==> src/rtl/mmio_uart_buffer.sv <==
// Memory-mapped UART front end: CPU register window over TX/RX byte FIFOs,
// with fill-level status, sticky error flags and a registered interrupt.
`timescale 1ns/1ps

module uart_byte_fifo #(
  parameter int DEPTH = 8
) (
  input  logic                     clk,
  input  logic                     rst,
  input  logic                     push,
  input  logic [7:0]               pushData,
  input  logic                     pop,
  output logic [7:0]               head,
  output logic [$clog2(DEPTH):0]   count,
  output logic                     empty,
  output logic                     full
);
  localparam int AW = $clog2(DEPTH);
  localparam logic [AW:0]   FULL_COUNT = (AW+1)'(DEPTH);
  localparam logic [AW:0]   CNT_ONE    = (AW+1)'(1);
  localparam logic [AW-1:0] PTR_ONE    = AW'(1);

  logic [7:0]    mem [DEPTH];
  logic [AW-1:0] wrPtr;
  logic [AW-1:0] rdPtr;

  assign empty = (count == '0);
  assign full  = (count == FULL_COUNT);
  assign head  = mem[rdPtr];

  // Depth is a power of two, so pointers wrap for free. The caller only pushes
  // a full FIFO when it pops on the same edge, which leaves count unchanged.
  // NOTE: sequential state uses <= so every flop samples pre-edge values.
  always_ff @(posedge clk or negedge rst) begin
    if (!rst) begin
      wrPtr <= '0;
      rdPtr <= '0;
      count <= '0;
    end else begin
      if (push) wrPtr <= wrPtr + PTR_ONE;
      if (pop)  rdPtr <= rdPtr + PTR_ONE;
      case ({push, pop})
        2'b10:   count <= count + CNT_ONE;
        2'b01:   count <= count - CNT_ONE;
        default: ;
      endcase
    end
  end

  // NOTE: storage is deliberately not reset; count and pointers define validity,
  // and leaving the array out of reset lets it map onto plain RAM.
  always_ff @(posedge clk) begin
    if (push) mem[wrPtr] <= pushData;
  end
endmodule

module mmio_uart_buffer #(
  parameter logic [31:0] ADDR_BASE = 32'h8000_0000,
  parameter int          TX_DEPTH  = 8,
  parameter int          RX_DEPTH  = 8
) (
  input  logic        clk,
  input  logic        rst,
  input  logic        stall,
  input  logic [31:0] addr,
  input  logic [3:0]  we,
  input  logic        re,
  input  logic [31:0] din,
  output logic [31:0] dout,
  output logic [7:0]  uart_tx_data,
  output logic        uart_tx_valid,
  input  logic        uart_tx_ready,
  input  logic [7:0]  uart_rx_data,
  input  logic        uart_rx_valid,
  output logic        uart_rx_ready,
  output logic        irq
);
  localparam int TX_AW = $clog2(TX_DEPTH);
  localparam int RX_AW = $clog2(RX_DEPTH);

  typedef enum logic [1:0] {
    REG_STATUS  = 2'd0,
    REG_RX_DATA = 2'd1,
    REG_TX_DATA = 2'd2,
    REG_IRQ_EN  = 2'd3
  } reg_sel_e;

  reg_sel_e      regSel;
  logic          hit;
  logic          rdHit;
  logic          wrHit;
  logic          wrByte0;
  logic          statusClr;

  logic [7:0]    txHead;
  logic [TX_AW:0] txCount;
  logic          txEmpty;
  logic          txFull;
  logic          txPushReq;
  logic          txPush;
  logic          txPop;
  logic          txDropSet;

  logic [7:0]    rxHead;
  logic [RX_AW:0] rxCount;
  logic          rxEmpty;
  logic          rxFull;
  logic          rxPush;
  logic          rxPop;
  logic          rxOverflowSet;

  logic          rxOverflow;
  logic          txDrop;
  logic [1:0]    irqEn;
  logic [31:0]   statusWord;
  logic [31:0]   readData;
  logic          unusedBits;

  assign unusedBits = ^{addr[1:0], din[31:8]};

  // Decode: stall masks every CPU-side side effect, including read data capture.
  assign regSel    = reg_sel_e'(addr[3:2]);
  assign hit       = !stall && (addr[31:4] == ADDR_BASE[31:4]);
  assign rdHit     = hit && re;
  assign wrHit     = hit && (we != 4'h0);
  assign wrByte0   = hit && we[0];
  assign statusClr = wrHit && (regSel == REG_STATUS);

  // A push into a full TX FIFO is still accepted when the transmitter drains
  // the head on the same edge.
  assign txPop     = !txEmpty && uart_tx_ready;
  assign txPushReq = wrByte0 && (regSel == REG_TX_DATA);
  assign txPush    = txPushReq && (!txFull || txPop);
  assign txDropSet = txPushReq && txFull && !txPop;

  // rx_ready reflects the pre-edge fill level, so a CPU pop cannot make room
  // for a byte arriving on the same edge; that byte counts as an overflow.
  assign rxPush        = uart_rx_valid && !rxFull;
  assign rxOverflowSet = uart_rx_valid && rxFull;
  assign rxPop         = rdHit && (regSel == REG_RX_DATA) && !rxEmpty;

  uart_byte_fifo #(.DEPTH(TX_DEPTH)) txFifo (
    .clk      (clk),
    .rst      (rst),
    .push     (txPush),
    .pushData (din[7:0]),
    .pop      (txPop),
    .head     (txHead),
    .count    (txCount),
    .empty    (txEmpty),
    .full     (txFull)
  );

  uart_byte_fifo #(.DEPTH(RX_DEPTH)) rxFifo (
    .clk      (clk),
    .rst      (rst),
    .push     (rxPush),
    .pushData (uart_rx_data),
    .pop      (rxPop),
    .head     (rxHead),
    .count    (rxCount),
    .empty    (rxEmpty),
    .full     (rxFull)
  );

  assign uart_tx_valid = !txEmpty;
  assign uart_tx_data  = txEmpty ? 8'h00 : txHead;
  assign uart_rx_ready = !rxFull;

  assign statusWord = {8'h00, 8'(txCount), 8'(rxCount), 3'b000,
                       txDrop, txEmpty, rxOverflow, !rxEmpty, !txFull};

  // NOTE: every always_comb output gets a default first so no path infers a latch.
  always_comb begin
    readData = '0;
    case (regSel)
      REG_STATUS:  readData = statusWord;
      REG_RX_DATA: if (!rxEmpty) readData = {24'h0, rxHead};
      REG_TX_DATA: readData = '0;
      REG_IRQ_EN:  readData = {30'h0, irqEn};
      default:     readData = '0;
    endcase
  end

  // Read data is registered; a read miss returns zero, a stalled cycle holds.
  always_ff @(posedge clk or negedge rst) begin
    if (!rst) begin
      dout <= '0;
    end else if (re && !stall) begin
      dout <= hit ? readData : '0;
    end
  end

  // Stickies: a hardware set on the same edge as a software clear wins.
  always_ff @(posedge clk or negedge rst) begin
    if (!rst) begin
      rxOverflow <= 1'b0;
      txDrop     <= 1'b0;
      irqEn      <= 2'b00;
      irq        <= 1'b0;
    end else begin
      rxOverflow <= rxOverflowSet || (rxOverflow && !(statusClr && din[2]));
      txDrop     <= txDropSet || (txDrop && !(statusClr && din[4]));
      if (wrByte0 && (regSel == REG_IRQ_EN)) irqEn <= din[1:0];
      irq <= (irqEn[0] && !rxEmpty) || (irqEn[1] && txEmpty) || rxOverflow || txDrop;
    end
  end
endmodule

==> config.mk <==
export PLATFORM = sky130hd
export DESIGN_NAME = mmio_uart_buffer
export DESIGN_NICKNAME = d
export VERILOG_FILES = /design/src/rtl/mmio_uart_buffer.sv
export SDC_FILE = /design/constraint.sdc
export NUM_CORES = 1
export LEC_CHECK = 0
export CAP_MARGIN = 5
export CORE_MARGIN = 3
export CORE_UTILIZATION = 42
export CTS_CLUSTER_SIZE = 40
export DETAILED_ROUTE_END_ITERATION = 12
export DONT_BUFFER_PORTS = 1
export GPL_TIMING_DRIVEN = 0
export MAX_ROUTING_LAYER = met4
export PLACE_DENSITY = 0.6
export RECOVER_POWER = 50
export SYNTH_ARGS = -nofsm -noshare
export SYNTH_HDL_FRONTEND = slang
export SYNTH_SLANG_ARGS = --single-unit
==> constraint.sdc <==
create_clock -name clk -period 3 [get_ports clk]
set_input_delay 0.6 -clock clk [delete_from_list [all_inputs] [get_ports clk]]
set_output_delay 0.6 -clock clk [all_outputs]
set_load 0.02 [all_outputs]
==> metrics.txt, run 1 <==
ys flop type=edfxtp_1; post-synthesis cell count=421; Mapped Area=0.007082 mm2; Die Y=135.9 um; gpl congestion=0.8215; worst path required time=2400 ps; max_slew headroom=-50.81%; PwrDens=784.5 mW/mm2; Total Power=6.349 mW; Data arrival, critical path=2150 ps; drt drc=0; DIE AREA=0.01846 mm2; Post-DP HPWL=9681 um; Starting Density=43.79%; CTS buffer count=17; post-route clock period utilization=91.75%; crit path capture=uart_tx_data[1]; main area contributors after synthesis=edfxtp_1 54%, dfrtp_1 14%, mux4_2 10%, mux2i_1 2.4%, ha_1 1.8%; DR vias=3688; sequential share of the synthesized area=68.76%; EDFF count, synth=128; final net count=554; # diodes=0; clock share of power=32.8%; Hold WC Path Type=in -> reg; leakage=2.877 nW; Net Sw Frac=29.42%; Post-DRT Antenna Nets=0; CTS Root Cell=clkbuf_16; # setup viols final=0; area grow syn2layout=14.28%; FP Rows=46; Die Wd=135.9 um; Clock Tree Buf Depth=2; CP endpoint kind=output port; Reg-to-Reg End=rxFifo.count[3]; vias per cell=5.345; Final Hold Viols=0; Post-Route Utilization=50.04%; initial antenna violation count=0; Peak VDD IR=393.8 uV; Setup TNS Final=0 ps; Placed Cells=655; Comb power frac=21.0%; top cell type's share of synthesized area=54.28%; CTS tree=built; # clock sinks=169; Avg Inst Size Synth=16.82 um2; Multi-input gate area=0.002106 mm2; H-tree level count=4; Worst-Skew Late Latency=420 ps; largest net degree at the start of global routing=42; Max Fanout on Critical Path=10; non-filler cells, final=690; unrepaired setup endpoints after global routing=false; critical path launch point type=register; register area=0.004870 mm2; critical path type=reg -> out; core area=0.01617 mm2; Clock transition at path regs=70 ps; Pint=4.481 mW; CP startpoint=txFifo.rdPtr[0]; # fillers=1366; Highest Clock Rate=0.3633 GHz; Unique masters post-synth=41; io pins=125; Synth async-reset ratio=24.26%; run status=finished with violations; fraction of layout cells with a size suffix above 1=23.84%; measured slew at the worst slew-check pin=2262 ps; vias in the first global route=3866; sw power=1.868 mW; max-slew violations=42; IO Port Bufs=0; cell count of the worst reg-to-reg path=10; Max Cap Violations=1; GRT overflow=0; initial drt markers=259; min Tclk post-route=2753 ps; Seq cells post-synth=169; DR WL/cell=20.60 um; Overall Global Routing Usage=16.87%; dominant cell type by area after synthesis=edfxtp_1; violated checks=capacitance limit, slew limit; Routed Wire Length=14210 um; Fin Hold WS=273.5 ps; First-pass DRT Iterations=4; final setup skew=9.105 ps; global-route wire length before repair=22250 um; YS warnings=0; R2R Path Start=rxFifo.count[1]; register-to-register setup slack=290 ps; part of the power in registers=46.2%
==> cells in the mapped netlist (3+ instances only) <==
cell type / count
nor2_1: 24
edfxtp_1: 128
xor2_1: 7
a22oi_1: 4
mux2i_1: 17
nand4_1: 4
nor3b_1: 3
nor3_1: 10
ha_1: 10
nand3_1: 4
nor4_1: 10
dfrtp_1: 41
xnor2_1: 10
inv_1: 9
mux4_2: 32
buf_4: 16
clkbuf_1: 9
buf_2: 4
a22o_1: 8
a21oi_1: 5
mux2_2: 7
o21ai_0: 10
buf_1: 6
nand2b_1: 3
nand2_1: 20
==> sequential cells by signal, indices dropped and copies added (netlist names) <==
register	cells
rxFifo.rdPtr	3
txDrop	1
txFifo.mem	64
txFifo.rdPtr	3
rxFifo.count	4
txFifo.count	4
rxFifo.wrPtr	3
txFifo.wrPtr	3
rxOverflow	1
dout	16
irq	1
irqEn	2
rxFifo.mem	64
==> logic make-up after synthesis <==
kind of cell / after synthesis / synth area share, %
other cells: 1 / 0.05295
fa+ha+maj: 11 / 2.049
buf+inv: 44 / 3.251
xor+xnor: 17 / 2.102
mux: 57 / 13.90
compound gates: 33 / 3.198
simple gates: 89 / 6.679
flops: 169 / 68.76
==> worst max-delay path, stage by stage (launching register included) <==
cell and delay (ps):
dfrtp_1 350, clkbuf_4 250, buf_4 280, mux4_2 530, mux2i_1 180, nor2_1 150
==> cell usage in the layout (no fill, tap or decap), types with 2 or more instances in the layout <==
cell type  instances
mux4_2            32
buf_4             21
a21oi_1            5
nor4_1             7
inv_6              4
xnor2_1           10
xor2_1             7
nor3_1             5
nor4_2             4
edfxtp_1         128
ha_1              10
a22oi_1            4
a22o_1             8
mux2_2             7
nand2_1           20
clkbuf_16         17
mux2i_1           17
nor3_2             5
nor3b_2            3
buf_1              5
and3b_1            2
dfrtp_1           41
clkbuf_1           9
clkbuf_2           3
buf_2              3
nand3_1            4
o21ai_0           10
nor2_1            24
nand2b_1           3
clkinv_4           4
inv_1              9
a32o_1             2
clkinv_1           2
nor2b_1            2
conb_1            16
nand4_1            4
==> how the worst min path moves through the flow <==
stage	start	endpoint	slack, ps	cells after the start
after floorplan	rst	dout[0]	300	0
after global placement	rst	dout[8]	310	0
after detailed placement	rst	dout[18]	310	0
after CTS	rst	dout[18]	10	1
after global routing	din[6]	txFifo.mem[3][6]	250	0
final	din[7]	txFifo.mem[5][7]	270	0
==> final cells by class <==
| class | count | area share (%) |
|---|---|---|
| timing repair buffer | 6 | 0.4793 |
| tap | 216 | 3.340 |
| buffer | 35 | 2.536 |
| inverter | 9 | 0.4174 |
| sequential | 169 | 60.17 |
| clock inverter | 14 | 1.732 |
| clock buffer | 18 | 5.303 |
| multi-input combinational | 223 | 26.02 |
==> layer usage <==
metal / global-route usage [%] / share of wire, % / vias to the layer above
met1: 20.97 / 42 / 1887
met5: - / 0 / -
li1: - / - / 1680
met4: 4.591 / 1.0 / 0
met3: 5.255 / 6.5 / 11
met2: 27.10 / 51 / 110
==> power by group through the flow <==
stage | Combinational [mW] | Clock (mW) | Sequential [mW]
floorplan | 1.06 | 0 | 2.92
global placement | 1.29 | 0 | 2.96
detailed placement | 1.33 | 0 | 2.98
CTS | 1.36 | 2.13 | 2.93
global route | 1.48 | 2.23 | 2.96
finish | 1.33 | 2.08 | 2.93
==> through the flow <==
step	cell area [um2]	setup WS (ps)
floorplan	7138	1.866
global placement	7408	-1109
detailed placement	7476	-479.4
CTS	8085	3.116
global route	8093	69.93
finish	8093	247.4
==> repair_timing <==
action                                 4_1_cts  5_1_grt
setup endpoints to repair                    9       11
setup buffers                                0        2
hold buffers                                 1        0
pin swaps                                    0        1
resized for setup                            3        6
endpoints found under the hold margin       41        0
Power figures use the tool's default switching activity.
==> inputs of run 2 (changes only) <==
--- a/config.mk
+++ b/config.mk
@@ -8,6 +8,7 @@
 export CAP_MARGIN = 5
 export CORE_MARGIN = 3
 export CORE_UTILIZATION = 42
+export CTS_BUF_LIST = sky130_fd_sc_hd__clkbuf_16
 export CTS_CLUSTER_SIZE = 40
 export DETAILED_ROUTE_END_ITERATION = 12
 export DONT_BUFFER_PORTS = 1
==> run 2 against run 1 <==
Compared with the run above: the run still ends with capacitance limit, slew limit left; cell count unchanged; count of clock-buffer cells in the layout is 1 lower; power barely moved; register-to-register slack barely moved; hold slack improved by 1.1 ps.
==> metrics.txt, run 2 (synthesized netlist as in run 1, its figures left out) <==
top flop regs=rxFifo.mem x64, txFifo.mem x64, dout x16; # fillers=1366 (unchanged); vias per cell=5.335 (-0.19%); worst path required time=2400 ps (about the same); # setup viols final=0 (unchanged); leakage=2.881 nW (+0.14%); final net count=554 (unchanged); Max Cap Violations=1 (unchanged); run status=finished with violations; initial antenna violation count=0 (unchanged); register area=0.004870 mm2 (unchanged); Die Y=135.9 um (unchanged); DR WL/cell=20.58 um (about the same); Final Hold Viols=0 (unchanged); critical path type=reg -> out; final setup skew=9.506 ps (+0.4012 ps); Data arrival, critical path=2160 ps (about the same); Comb power frac=21.0% (about the same); part of the power in registers=46.2% (about the same); Multi-input gate area=0.002106 mm2 (unchanged); unrepaired setup endpoints after global routing=false; post-route clock period utilization=92.09% (+0.33 points); # clock sinks=169 (unchanged); CP endpoint kind=output port; # diodes=0 (unchanged); H-tree level count=4 (unchanged); DIE AREA=0.01846 mm2 (unchanged); Highest Clock Rate=0.3620 GHz (-0.36%); Clock transition at path regs=70 ps (about the same); Max Fanout on Critical Path=10 (unchanged); largest net degree at the start of global routing=42 (unchanged); GRT overflow=0 (unchanged); PwrDens=784.2 mW/mm2 (about the same); Pint=4.478 mW (about the same); most frequent cells in the layout=128 x edfxtp_1, 41 x dfrtp_1, 32 x mux4_2; most common cell after layout, fill and taps aside=edfxtp_1; global-route wire length before repair=22250 um (unchanged); Hold WC Path Type=in -> reg; area grow syn2layout=14.28% (unchanged); DR vias=3681 (-0.19%); Post-DRT Antenna Nets=0 (unchanged); max-slew violations=42 (unchanged); Overall Global Routing Usage=16.87% (unchanged); gpl congestion=0.8215 (unchanged); Net Sw Frac=29.44% (about the same); vias in the first global route=3866 (unchanged); Die Wd=135.9 um (unchanged); First-pass DRT Iterations=4 (unchanged); drt drc=0 (unchanged); sw power=1.868 mW (about the same); FP Rows=46 (unchanged); core area=0.01617 mm2 (unchanged); min Tclk post-route=2763 ps (+10.00 ps); CTS buffer count=17 (unchanged); initial drt markers=259 (unchanged); Post-DP HPWL=9681 um (unchanged); CTS tree=built; Starting Density=43.79% (unchanged); io pins=125 (unchanged); Clock Tree Buf Depth=2 (unchanged); violated checks=capacitance limit, slew limit; Post-Route Utilization=50.04% (unchanged); fraction of layout cells with a size suffix above 1=23.84% (unchanged); Worst-Skew Late Latency=420 ps (about the same); max_slew headroom=-50.96% (-0.15 points); IO Port Bufs=0 (unchanged); critical path launch point type=register; CTS Root Cell=clkbuf_16; Peak VDD IR=391.7 uV (-0.52%); Design Area, Final=0.008093 mm2 (unchanged); measured slew at the worst slew-check pin=2264 ps (+2.253 ps); Routed Wire Length=14200 um (about the same); Post-Place Cell Area=0.007476 mm2 (unchanged); clock share of power=32.7% (about the same)
[run 2: cell count changes in the layout (fill, tap and decap cells not counted), sizes merged]
cell    delta
inv        +1
clkbuf     -1
[run 2: timing repair]
| action | in CTS | in global routing |
|---|---|---|
| buffers inserted | 0 | 2 |
| pin swaps | 0 | 1 |
| hold buffers | 1 | 0 |
| resized for setup | 3 | 6 |
| endpoints found under the hold margin | 41 | 0 |
| setup endpoints to repair | 9 | 11 |
[run 2: metrics by stage]
step / setup TNS, ps / total power, mW / setup slack [ps] / cells / hold slack (ps)
3_5_place_dp: -17900 / 4.311 / -479.4 / 655 / 306.7
2_1_floorplan: 0 / 3.984 / 1.866 / 436 / 304.4
3_3_place_gp: -36140 / 4.244 / -1109 / 652 / 307.0
4_1_cts: 0 / 6.413 / 3.116 / 688 / 13.62
5_1_grt: 0 / 6.662 / 69.93 / 690 / 246.3
6_report: 0 / 6.346 / 237.3 / 690 / 274.6
[run 2: final timing paths]
kind                                 start          endpoint  slack (ps)  cells past startpoint
setup / recovery           txFifo.rdPtr[0]   uart_tx_data[1]         240                      5
hold / removal                      din[7]  txFifo.mem[5][7]         270                      0
setup reg to reg           rxFifo.count[1]   rxFifo.count[3]         290                     10
hold reg to reg                   irqEn[0]          irqEn[0]         530                      1
max in group asynchronous              rst            txDrop         850                      1
min in group asynchronous              rst          dout[18]         860                      1
[run 2: power by group through the flow]
| stage | logic, mW | clock network, mW | registers, mW |
|---|---|---|---|
| after floorplan | 1.06 | 0 | 2.92 |
| after global placement | 1.29 | 0 | 2.96 |
| after detailed placement | 1.33 | 0 | 2.98 |
| after CTS | 1.36 | 2.13 | 2.93 |
| after global routing | 1.48 | 2.22 | 2.96 |
| final | 1.33 | 2.08 | 2.93 |
[run 2: worst max-delay path, cell delays in order, from the launching register on]
cell	delay [ps]
dfrtp_1	350
clkbuf_4	250
buf_4	280
mux4_2	530
mux2i_1	180
nor2_1	150
[run 2: layer usage]
layer	GRT usage, %	vias up	share of wire, %
met3	5.255	11	6.0
met5	-	-	0
met4	4.591	0	0.99
li1	-	1681	-
met1	20.97	1886	42
met2	27.10	103	51
[run 2: final cells by class]
| type | instances | share of cell area, % |
|---|---|---|
| Tap cell | 216 | 3.340 |
| Clock buffer | 17 | 5.257 |
| Multi-Input combinational cell | 223 | 26.02 |
| Sequential cell | 169 | 60.17 |
| Inverter | 9 | 0.4174 |
| Buffer | 35 | 2.536 |
| Timing Repair Buffer | 6 | 0.4793 |
| Clock inverter | 15 | 1.778 |
